<file path="config.mk">
export PLATFORM = sky130hd
export DESIGN_NAME = dmem_arbiter
export DESIGN_NICKNAME = d
export VERILOG_FILES = /design/src/rtl/dmem_arbiter_pkg.sv /design/src/rtl/dmem_arbiter.sv
export SDC_FILE = /design/constraint.sdc
export NUM_CORES = 1
export LEC_CHECK = 0
export CORE_AREA = 5 5 106 108
export DETAILED_ROUTE_END_ITERATION = 8
export DIE_AREA = 0 0 111 113
export PLACE_DENSITY_LB_ADDON = 0.05
export SLEW_MARGIN = 5
export SYNTH_ARGS = -nofsm -noshare
export SYNTH_HDL_FRONTEND = slang
export SYNTH_SLANG_ARGS = --single-unit
</file>
<file path="constraint.sdc">
create_clock -name clk_i -period 2.57 [get_ports clk_i]
set_input_delay 0.514 -clock clk_i [delete_from_list [all_inputs] [get_ports clk_i]]
set_output_delay 0.514 -clock clk_i [all_outputs]
set_load 0.01 [all_outputs]
</file>
<file path="src/rtl/dmem_arbiter_pkg.sv">
// Shared types and constants for the two-requester datamemory arbiter.
// Requester 0 is the CPU and requester 1 is the loader/DMA.
package dmem_arbiter_pkg;

  localparam int NUM_REQ        = 2;
  localparam int DEF_BITNESS    = 32;
  localparam int DEF_CTRL_WIDTH = 3;

  typedef enum logic [1:0] {
    IDLE = 2'd0,
    OWN0 = 2'd1,
    OWN1 = 2'd2
  } arb_state_t;

endpackage

</file>
<file path="src/rtl/dmem_arbiter.sv">
// Arbitrates CPU and loader/DMA access to a single-port datamemory.
// Ownership alternates per transaction unless the owner locks, bounded by MAX_HOLD.
module dmem_arbiter
  import dmem_arbiter_pkg::*;
#(
  parameter int BITNESS    = DEF_BITNESS,
  parameter int CTRL_WIDTH = DEF_CTRL_WIDTH,
  parameter int MAX_HOLD   = 8
) (
  input  logic                          clk_i,
  input  logic                          rst_i,
  input  logic [NUM_REQ-1:0]            req_i,
  input  logic [NUM_REQ-1:0]            we_i,
  input  logic [NUM_REQ-1:0]            lock_i,
  input  logic [NUM_REQ*BITNESS-1:0]    addr_i,
  input  logic [NUM_REQ*BITNESS-1:0]    wdata_i,
  input  logic [NUM_REQ*CTRL_WIDTH-1:0] ctrl_i,
  output logic [NUM_REQ-1:0]            gnt_o,
  output logic [NUM_REQ-1:0]            rvalid_o,
  output logic [BITNESS-1:0]            rdata_o,
  output logic [BITNESS-1:0]            mem_addr_o,
  output logic [BITNESS-1:0]            mem_wdata_o,
  output logic                          mem_we_o,
  output logic [CTRL_WIDTH-1:0]         mem_ctrl_o,
  input  logic [BITNESS-1:0]            mem_rdata_i,
  output arb_state_t                    dbg_state_o
);

  // Handshake: a requester holds req_i with its addr/wdata/ctrl/we stable; the
  // transaction completes in any cycle where its gnt_o bit is 1 (gnt_o acts as
  // ready). A granted load returns rvalid_o/rdata_o exactly one cycle later.

  localparam int              HOLD_W   = (MAX_HOLD > 1) ? $clog2(MAX_HOLD) : 1;
  localparam logic [HOLD_W-1:0] HOLD_MAX = HOLD_W'(MAX_HOLD - 1);

  arb_state_t          state_q, state_d;
  logic                last_owner_q, last_owner_d;
  logic [HOLD_W-1:0]   hold_cnt_q, hold_cnt_d;
  logic [NUM_REQ-1:0]  rvalid_q, rvalid_d;
  logic [BITNESS-1:0]  rdata_q, rdata_d;

  logic       owned;
  logic       owner;
  logic       own_req;
  logic       oth_req;
  logic       own_lock;
  arb_state_t other_st;

  always_comb begin
    owned    = (state_q != IDLE);
    owner    = (state_q == OWN1);
    own_req  = owner ? req_i[1]  : req_i[0];
    oth_req  = owner ? req_i[0]  : req_i[1];
    own_lock = owner ? lock_i[1] : lock_i[0];
    other_st = owner ? OWN0 : OWN1;
  end

  // Memory-side mux: all outputs are forced to zero while idle.
  always_comb begin
    gnt_o       = '0;
    mem_addr_o  = '0;
    mem_wdata_o = '0;
    mem_ctrl_o  = '0;
    if (owned) begin
      if (owner) begin
        gnt_o       = {req_i[1], 1'b0};
        mem_addr_o  = addr_i[2*BITNESS-1:BITNESS];
        mem_wdata_o = wdata_i[2*BITNESS-1:BITNESS];
        mem_ctrl_o  = ctrl_i[2*CTRL_WIDTH-1:CTRL_WIDTH];
      end else begin
        gnt_o       = {1'b0, req_i[0]};
        mem_addr_o  = addr_i[BITNESS-1:0];
        mem_wdata_o = wdata_i[BITNESS-1:0];
        mem_ctrl_o  = ctrl_i[CTRL_WIDTH-1:0];
      end
    end
    mem_we_o = |(gnt_o & we_i);
  end

  always_comb begin
    state_d = state_q;
    unique case (state_q)
      IDLE: begin
        if (req_i == 2'b11) begin
          state_d = last_owner_q ? OWN0 : OWN1;
        end else if (req_i[0]) begin
          state_d = OWN0;
        end else if (req_i[1]) begin
          state_d = OWN1;
        end
      end
      OWN0, OWN1: begin
        if (!own_req) begin
          state_d = oth_req ? other_st : IDLE;
        end else if (oth_req && (!own_lock || (hold_cnt_q == HOLD_MAX))) begin
          state_d = other_st;
        end
      end
      default: state_d = IDLE;
    endcase
  end

  // Hold counter only advances on granted cycles that keep the same owner.
  always_comb begin
    hold_cnt_d = hold_cnt_q;
    if (state_d != state_q) begin
      hold_cnt_d = '0;
    end else if (owned && own_req && (hold_cnt_q != HOLD_MAX)) begin
      hold_cnt_d = hold_cnt_q + HOLD_W'(1);
    end

    last_owner_d = last_owner_q;
    if (state_d == OWN0) begin
      last_owner_d = 1'b0;
    end else if (state_d == OWN1) begin
      last_owner_d = 1'b1;
    end

    rvalid_d = gnt_o & ~we_i;
    rdata_d  = (|rvalid_d) ? mem_rdata_i : rdata_q;
  end

  always_ff @(posedge clk_i or posedge rst_i) begin
    if (rst_i) begin
      state_q      <= IDLE;
      last_owner_q <= 1'b1;
      hold_cnt_q   <= '0;
      rvalid_q     <= '0;
      rdata_q      <= '0;
    end else begin
      state_q      <= state_d;
      last_owner_q <= last_owner_d;
      hold_cnt_q   <= hold_cnt_d;
      rvalid_q     <= rvalid_d;
      rdata_q      <= rdata_d;
    end
  end

  assign rvalid_o    = rvalid_q;
  assign rdata_o     = rdata_q;
  assign dbg_state_o = state_q;

endmodule

</file>
---- Word level (Yosys, flattened, before mapping) ----
Cells that the tools add are included.
storage, ports and cells
  bits in registers ....................... 40
  input bits .............................. 174
  output and inout bits ................... 106
  logic and storage cells ................. 53
cells by class
  $add $sub $neg .......................... 1
  equality and inequality tests ........... 8
  mux-type cells .......................... 24
  bitwise operators ....................... 3
  reduce and logical (&&, ||, !) cells .... 12
operators with widths
  kind                                           count
  2-to-1 mux 32 bit                              4
  2-to-1 mux 2 bit                               10
  2-to-1 mux 3 bit                               4
  == test 2 bit, second input constant           3
  nonzero test 2 bit                             3
  OR reduction 2 bit                             3
  2-to-1 mux 1 bit                               5
  AND 2 bit                                      2
  == test 2 x 1 -> 1 bit, second input constant  2
  case mux 2 bit (2 select lines)                1
  adder 3 x 1 -> 3 bit, second input constant    1
  == test 3 bit, second input constant           1
  logical AND 1 bit                              3
  inequality test 3 bit, second input constant   1
  zero test 2 bit                                1
  inequality test 2 bit                          1
  inverter 2 bit                                 1
  zero test 1 bit                                1
  logical OR 1 bit                               1

---- Longest topological paths before layout ----
Gate-level depths: netlist (run 1).
  word-level depth ........................ 11
  depth in mapped cells ................... 9
  depth with buffers taken out ............ 8

---- Least setup slack after synthesis (run 1) ----
OpenSTA, ideal clock, no wires.
  path type ............................... reg-to-reg
  start point ............................. reg state_q[0], in the netlist dbg_state_o[0]
  end point ............................... reg last_owner_q
  setup time .............................. 0.075 ns
  data arrival time ....................... 2.327 ns
  required time ........................... 2.495 ns
  slack ................................... 0.168 ns
  stages on the path, launching flop included .. 10
  buffers on the path ..................... 1
  period minus slack after synthesis ...... 2.402 ns
  cells stage by stage .................... dfrtp_1 inv_1 ha_1 clkbuf_1 and3b_1 a31oi_1 a21oi_1 or2_2 ha_1 mux2i_1
on the way
  word-level cells in the longest chain between the ends .. 10
  elaborated cells between the ends (all ways) .. 22
  those cells by class .................... eq/ne (4); mux (12); reduce/logical (6)
ends and longest elaborated chain
  what                                                     line                                      RTL
  start, declared                                          dmem_arbiter.sv:36                        arb_state_t state_q, state_d;
  start signal, assigned                                   dmem_arbiter.sv:131                       state_q <= state_d;
  == test 2 bit                                            dmem_arbiter.sv:51, dmem_arbiter.sv:82
  2-to-1 mux 1 bit                                         dmem_arbiter.sv:54                        own_lock = owner ? lock_i[1] : lock_i[0];
  zero test 1 bit                                          dmem_arbiter.sv:95                        end else if (oth_req && (!own_lock || (hold_cnt_q == HOLD_MAX))) begin
  logical OR 1 bit                                         dmem_arbiter.sv:95
  logical AND 1 bit                                        dmem_arbiter.sv:95
  2-to-1 mux 2 bit                                         dmem_arbiter.sv:95
  2-to-1 mux 2 bit                                         dmem_arbiter.sv:93                        if (!own_req) begin
  case mux 2 bit (2 select lines) (*)                      dmem_arbiter.sv:82                        unique case (state_q)
  net state_d[0]                                           dmem_arbiter.sv:36
  == test 2 x 1 -> 1 bit or == test 2 bit (tied branches)  dmem_arbiter.sv:113, dmem_arbiter.sv:115
  2-to-1 mux 1 bit or nonzero test 2 bit (tied branches)   --
  end signal, assigned                                     dmem_arbiter.sv:132                       last_owner_q <= last_owner_d;
  end, declared                                            dmem_arbiter.sv:37                        logic last_owner_q, last_owner_d;
Mark *: on every way through the listed nets, which the timed path passes. The rest lies on a longest branch.
A chain may end at the register's enable or synchronous reset.

---- Final worst setup path (run 1) ----
  start point ............................. reg state_q[0], in the netlist dbg_state_o[0]
  end point ............................... out mem_wdata_o[10]
on the way
  word-level cells in the longest chain between the ends .. 3
  elaborated cells between the ends (all ways) .. 4
  those cells by class .................... eq/ne (1); mux (2); reduce/logical (1)
ends and longest elaborated chain
  what                   line                RTL
  == test 2 bit          dmem_arbiter.sv:51  owner = (state_q == OWN1);
  2-to-1 mux 32 bit      dmem_arbiter.sv:65  if (owner) begin
  2-to-1 mux 32 bit (*)  dmem_arbiter.sv:64  if (owned) begin
  end, declared          dmem_arbiter.sv:22  output logic [BITNESS-1:0] mem_wdata_o,
Mark *: on every way between the ends. The rest lies on a longest branch, timed or not.

==> results of run 1 <==
stage by stage:
stage / total power [mW] / TNS, ns / setup slack, ns
5_1_grt: 6.163 / -0.01393 / -0.01393
2_1_floorplan: 3.094 / 0 / 0.1681
6_report: 5.746 / 0 / 0.1197
4_1_cts: 5.956 / 0 / 0.008864
3_3_place_gp: 5.402 / 0 / 0.02982
3_5_place_dp: 5.455 / 0 / 0.01835
cell usage in the layout (no fill, tap or decap), drive strengths merged, types with 2 or more instances in the layout:
cell type,Yosys,final
nor2,72,72
o22ai,2,2
inv,10,10
dlygate4sd2,0,2
or2,3,3
o211ai,4,4
nand2,8,8
clkdlybuf4s50,0,221
mux2i,69,69
mux2,34,34
o21ai,2,2
clkbuf,6,6
dfrtp,39,39
clkinv,0,2
buf,13,22
nand4,3,3
ha,6,6
and2,2,2
a211oi,3,3
o2111ai,4,4
nand2b,3,3
dlymetal6s2s,0,56
power by group through the flow:
stage               clock network [mW]  registers [mW]  logic, mW
global route                     0.468            1.11       4.59
global placement                     0            1.08       4.32
detailed placement                   0            1.09       4.37
finish                           0.416            1.07       4.26
floorplan                            0            1.22       1.88
CTS                              0.440            1.07       4.44
worst register-to-register path, delay by kind of cell (launching register included):
family,cells,cell delay (ns)
and+or+nand+nor,2,0.43
muxes,1,0.18
DFF,1,0.41
adders and majority gates,3,0.73
AOI/OAI and AO/OA,2,0.51
worst max path at each step:
stage,from,endpoint,slack (ns),cells past startpoint
floorplan,dbg_state_o[0]$_DFF_PP0_,last_owner_q$_DFFE_PP1P_,0.17,9
global placement,req_i[1],mem_we_o,0.03,6
detailed placement,req_i[1],mem_we_o,0.02,6
CTS,dbg_state_o[0]$_DFF_PP0_,mem_ctrl_o[1],0.009,7
global route,dbg_state_o[0]$_DFF_PP0_,mem_wdata_o[10],-0.01,6
finish,dbg_state_o[0]$_DFF_PP0_,mem_wdata_o[10],0.12,6
cells by family (layout without fill, tap and decap cells):
kind of cell | count (synthesis) | after routing | synth area share [%]
flops | 40 | 40 | 34.60
fa+ha+maj | 6 | 6 | 2.592
compound gates | 22 | 22 | 6.350
buf+inv | 29 | 319 | 4.579
xor+xnor | 1 | 1 | 0.3024
simple gates | 96 | 96 | 14.13
mux | 103 | 103 | 37.45
routing by layer:
layer  global-route usage [%]  vias to the layer above
met5                        0                        -
met3                    7.326                       12
met4                    5.172                        0
li1                         -                     1615
met2                    35.92                      152
met1                    19.06                     1561
final cells by class:
type                            count  area, µm²
Clock buffer                        6      82.58
Clock inverter                      2      10.01
Fill cell                         876       3905
Inverter                           10      37.54
Multi-Input combinational cell    228       1777
Sequential cell                    40       1003
Tap cell                          136      170.2
Timing Repair Buffer              301       3153
timing repair:
| action | CTS | global route |
|---|---|---|
| setup buffers | 4 | 0 |
| resized for setup | 6 | 57 |
| pin swaps | 1 | 0 |
| setup endpoints to repair | 69 | 63 |
| endpoints found under the hold margin | 0 | 0 |
flip-flops by register name, summed over array words and instances, names as in the netlist:
register	flops
rdata_o	32
last_owner_q	1
rvalid_o	2
hold_cnt_q	3
dbg_state_o	2
==> flow_summary.yaml, run 1 <==
status:
  status: "completed"
worst_setup_path:
  start_kind: "flop"
  critical_path.slowest_cell: "clkdlybuf4s50_1"
  crit_family: "buffers and inverters"
  reg2reg_depth: 8
  crit_buf_inv: 3
  end_kind: "primary output"
  timing.rr.end: "last_owner_q$_DFFE_PP1P_"
  path_cells: "inv_2, ha_4, buf_6, mux2i_1, nor2_1, clkdlybuf4s50_1"
  rrSetupSlack_ns: 0.23
  required_ns: 2.06
  crit_arrival_ns: 1.94
  timing_worst_setup_path_type: "reg2out"
  r2r_start: "hold_cnt_q[0]$_DFFE_PP0P_"
  worstPathMaxFanout: 9
  max_stage_delay_ns: 0.59
power:
  powerDensity_nw_per_um2: 921.9
  peakVddDrop_mv: 0.4404
  power_switching_mw: 2.216
  swShare_pct: 38.56
  intPower_mw: 3.531
  seqPwrFrac_pct: 18.6
  p_clk_share_pct: 7.2
  power.leakage_nw: 3.226
  comb_power_share_pct: 74.2
flow_run:
  max-cap-violations: 0
detailed_routing:
  wl_met2_mm: 6.748
  top_layer: "met4"
  num_vias: 3340
  dr.pass1.iters: 4
  initialDrtViolationCount: 101
  met3_length_mm: 1.186
  via_per_inst: 4.620
  wl_per_cell_um: 17.30
  drc: 0
  drt-total-wl_mm: 12.51
  ant_nets: 0
  wirelength_met1_mm: 4.392
yosys:
  synthArstFlopShare_pct: 100.0
  ys_ff_latch: 40
  synth_edf_count: 0
  yosys_warnings: 0
  netlist.area_leader.share_pct: 33.69
  ys.flop_type: "dfrtp_1"
  synth_area_per_cell_um2: 9.753
  synth_top_cell_by_area: "dfrtp_1"
  yosysSeqAreaShare_pct: 34.60
  synth_common_cells: "nor2_1, mux2i_1, dfrtp_1, mux2_2, inv_1"
  synth_area_leaders: "dfrtp_1, mux2i_1, mux2_2, nor2_1, ha_1"
  syn_nets: 477
  syn_inst: 297
  netlist_area_um2: 2897
  synth.most_common_cell: "nor2_1"
  ys_types: 40
worst_hold_path:
  worstHoldEndpoint: "rdata_o[0]$_DFFE_PP0P_"
  hp-class: "reg2reg"
  hold_depth: 1
  hold_start: "rdata_o[0]$_DFFE_PP0P_"
cts:
  cts-buffers-inserted: 5
  cts_num_sinks: 40
  ctsLongestPathBuffers: 2
  clk_pin_slew_worst_paths_ns: 0.07
  clk_latency_ns: 0.28
  htreeDepth: 2
  ctsRootBufferMaster: "clkbuf_8"
  cts_tree: "built"
  cts_hold_buffers: 0
floorplan:
  die_y_um: 113
  start_util_pct: 28.57
  die_width_um: 111
  num_rows: 37
  ioPinCount: 280
  die_area_um2: 12540
  core_um2: 10140
global_route:
  antenna_found_initial: 0
  track_usage_pct: 18.83
  grt_overflow: 0
  grt_pass1_vias: 3624
  grt_pass1_wl_mm: 19.14
  grt_max_degree: 41
timing:
  finClkSkew_ns: 0.004368
  grt_setup_unrepaired: "yes"
  hold_ws_ns: 0.4861
  relSlewSlack_pct: 66.85
  worst_pin_slew_ns: 0.4973
  maxSlewViolCount: 0
  setup_viol: 0
  fmax_mhz: 408.1
  finalCritPeriodShare_pct: 95.34
  final-hold-violation-count: 0
  finalCriticalPeriod_ns: 2.450
finish:
  fin_cells: 723
  num-nets-final: 766
  drive_gt1_share_pct: 12.61
  stdcell_area_um2: 6233
  areaGrowthSynthToFinish_pct: 115.2
  final_core_util_pct: 61.48
  diodes: 0
placement:
  gp_congestion: 0.8809
  io_buffers: 279
  placed_area_um2: 5964
  dp.cells: 711
  hpwl_mm: 10.56
(Power assumes the default switching activity.)
==> inputs of run 2 (changes only) <==
- ABC_CLOCK_PERIOD_IN_PS: default -> 2570
==> results of run 2 <==
Final layout, timing and power as in run 1 (identical DEF).
==> inputs of run 3 (changes only) <==
- TNS_END_PERCENT: default -> 20
==> run 3 against run 2 <==
- utilization shrank 0.38 points
- power shrank 0.20%
- wire length shrank 0.30%
- clock skew is essentially flat
- clock-buffer cell count is the same
- sequential share of layout area grew 0.10 points
- via count shrank 0.45%
- fmax shrank 0.90%
- combinational power is essentially flat
- critical path depth shrank 1
- global-route usage is essentially flat
- sequential power is essentially flat
==> flow_summary.yaml, run 3 (synthesis gave the netlist of run 1 again) <==
detailed_routing:
  dr.pass1.iters: 4
  drc: 0
  drt-total-wl_mm: 12.47
  initialDrtViolationCount: 91
  via_per_inst: 4.605
  ant_nets: 0
  wl_per_cell_um: 17.27
  num_vias: 3325
power:
  power.leakage_nw: 3.099
  comb_power_share_pct: 74.0
  peakVddDrop_mv: 0.4200
  intPower_mw: 3.518
  p_clk_share_pct: 7.2
  seqPwrFrac_pct: 18.8
  swShare_pct: 38.66
  power_switching_mw: 2.217
  powerDensity_nw_per_um2: 925.8
floorplan:
  ioPinCount: 280
  die_y_um: 113
  start_util_pct: 28.57
  die_width_um: 111
  core_um2: 10140
  num_rows: 37
  die_area_um2: 12540
worst_setup_path:
  worstSetupPathDepth: 5
  end_kind: "primary output"
  path_cells: "inv_1, ha_2, buf_4, nor2_1, clkdlybuf4s50_1"
  critical_path.slowest_cell: "clkdlybuf4s50_1"
  crit_arrival_ns: 1.96
  crit_start: "dbg_state_o[1]$_DFF_PP0_"
  max_stage_delay_ns: 0.57
  r2r_start: "dbg_state_o[1]$_DFF_PP0_"
  crit_buf_inv: 3
  timing.rr.end: "last_owner_q$_DFFE_PP1P_"
  timing_worst_setup_path_type: "reg2out"
  start_kind: "flop"
  rrSetupSlack_ns: 0.20
  crit_family: "buffers and inverters"
  reg2reg_depth: 8
  required_ns: 2.06
  worstPathMaxFanout: 14
  endpoint: "mem_wdata_o[13]"
cts:
  ctsRootBufferMaster: "clkbuf_8"
  cts_num_sinks: 40
  cts_tree: "built"
  clk_pin_slew_worst_paths_ns: 0.07
  htreeDepth: 2
  ctsLongestPathBuffers: 2
  clk_latency_ns: 0.28
  cts_hold_buffers: 0
  cts-buffers-inserted: 5
finish:
  multi_input_comb_area_um2: 1777
  drive_gt1_share_pct: 12.46
  n_fill_cell: 885
  mostFrequentLayoutCell: "clkdlybuf4s50_1"
  diodes: 0
  num-nets-final: 765
  fin_cells: 722
  mostFrequentLayoutCells: "clkdlybuf4s50_1, nor2_1, mux2i_1"
  areaGrowthSynthToFinish_pct: 113.9
  largest_register_ffs: 32
  ff_latch_area_um2: 1003
timing:
  hold_ws_ns: 0.4861
  worst_pin_slew_ns: 0.5030
  fmax_mhz: 404.4
  finalCritPeriodShare_pct: 96.21
  maxSlewViolCount: 0
  relSlewSlack_pct: 66.47
  finalCriticalPeriod_ns: 2.473
  final-hold-violation-count: 0
  setup_viol: 0
  finClkSkew_ns: 0.004081
  grt_setup_unrepaired: "yes"
global_route:
  grt_overflow: 0
  track_usage_pct: 18.81
  grt_max_degree: 41
  antenna_found_initial: 0
  grt_pass1_vias: 3620
  grt_pass1_wl_mm: 19.12
worst_hold_path:
  hp-class: "reg2reg"
placement:
  dp.cells: 711
  gp_congestion: 0.8809
  hpwl_mm: 10.56
  io_buffers: 279
status:
  status: "completed"
flow_run:
  max-cap-violations: 0
[run 3: cell count changes in the layout (fill, tap and decap cells not counted), sizes merged]
cell	delta
dlygate4sd2	+5
clkdlybuf4s50	+5
buf	-1
dlymetal6s2s	-10
[run 3: worst reg2reg max path, cell delays in order, from the launching register on]
cell and delay (ns):
dfrtp_2 0.48, ha_4 0.23, buf_4 0.17, nand2b_1 0.20, o21ai_0 0.25, a211oi_1 0.17, or2_2 0.32, ha_1 0.31
mux2i_1 0.18
[run 3: repair_timing]
item | in CTS | in global routing
resized for setup | 10 | 48
pin swaps | 1 | 0
setup buffers | 3 | 0
setup endpoints to repair | 69 | 58
[run 3: area by class of cell]
type | count | area share [%]
Inverter | 10 | 0.6059
Multi-Input combinational cell | 228 | 28.68
Sequential cell | 40 | 16.20
Tap cell | 136 | 2.747
Clock buffer | 6 | 1.333
Timing Repair Buffer | 300 | 50.27
Clock inverter | 2 | 0.1616
[run 3: worst min-delay path by stage]
stage / from / endpoint / slack, ns / cells after the start
3_3_place_gp: rdata_o[26]$_DFFE_PP0P_ / rdata_o[26]$_DFFE_PP0P_ / 0.47 / 1
2_1_floorplan: last_owner_q$_DFFE_PP1P_ / last_owner_q$_DFFE_PP1P_ / 0.45 / 2
4_1_cts: rdata_o[0]$_DFFE_PP0P_ / rdata_o[0]$_DFFE_PP0P_ / 0.49 / 1
6_report: rdata_o[0]$_DFFE_PP0P_ / rdata_o[0]$_DFFE_PP0P_ / 0.49 / 1
5_1_grt: last_owner_q$_DFFE_PP1P_ / last_owner_q$_DFFE_PP1P_ / 0.51 / 2
3_5_place_dp: rdata_o[0]$_DFFE_PP0P_ / rdata_o[0]$_DFFE_PP0P_ / 0.47 / 1
[run 3: power groups by stage]
stage	logic, mW	clock network, mW	registers (mW)
floorplan	1.88	0	1.22
global placement	4.32	0	1.08
detailed placement	4.37	0	1.09
CTS	4.39	0.440	1.08
global route	4.56	0.468	1.12
finish	4.24	0.415	1.08
[run 3: metal layers]
layer  part of all wire, %  wire [µm]  track usage [%]
met2                    54       6685            35.88
met3                   9.7       1206            7.326
met5                     0          0                0
met4                   1.7        216            5.172
met1                    35       4363            19.03
[run 3: stage by stage]
stage / setup WS [ns] / utilization, % / TNS (ns) / power (mW) / instance area [µm²]
6_report: 0.09745 / 61.10 / 0 / 5.735 / 6195
5_1_grt: -0.005089 / 61.10 / -0.01600 / 6.147 / 6195
4_1_cts: 0.02367 / 59.89 / 0 / 5.912 / 6072
3_5_place_dp: 0.01835 / 58.83 / 0 / 5.455 / 5964
3_3_place_gp: 0.02982 / 58.83 / 0 / 5.402 / 5964
2_1_floorplan: 0.1681 / - / 0 / 3.094 / 2897
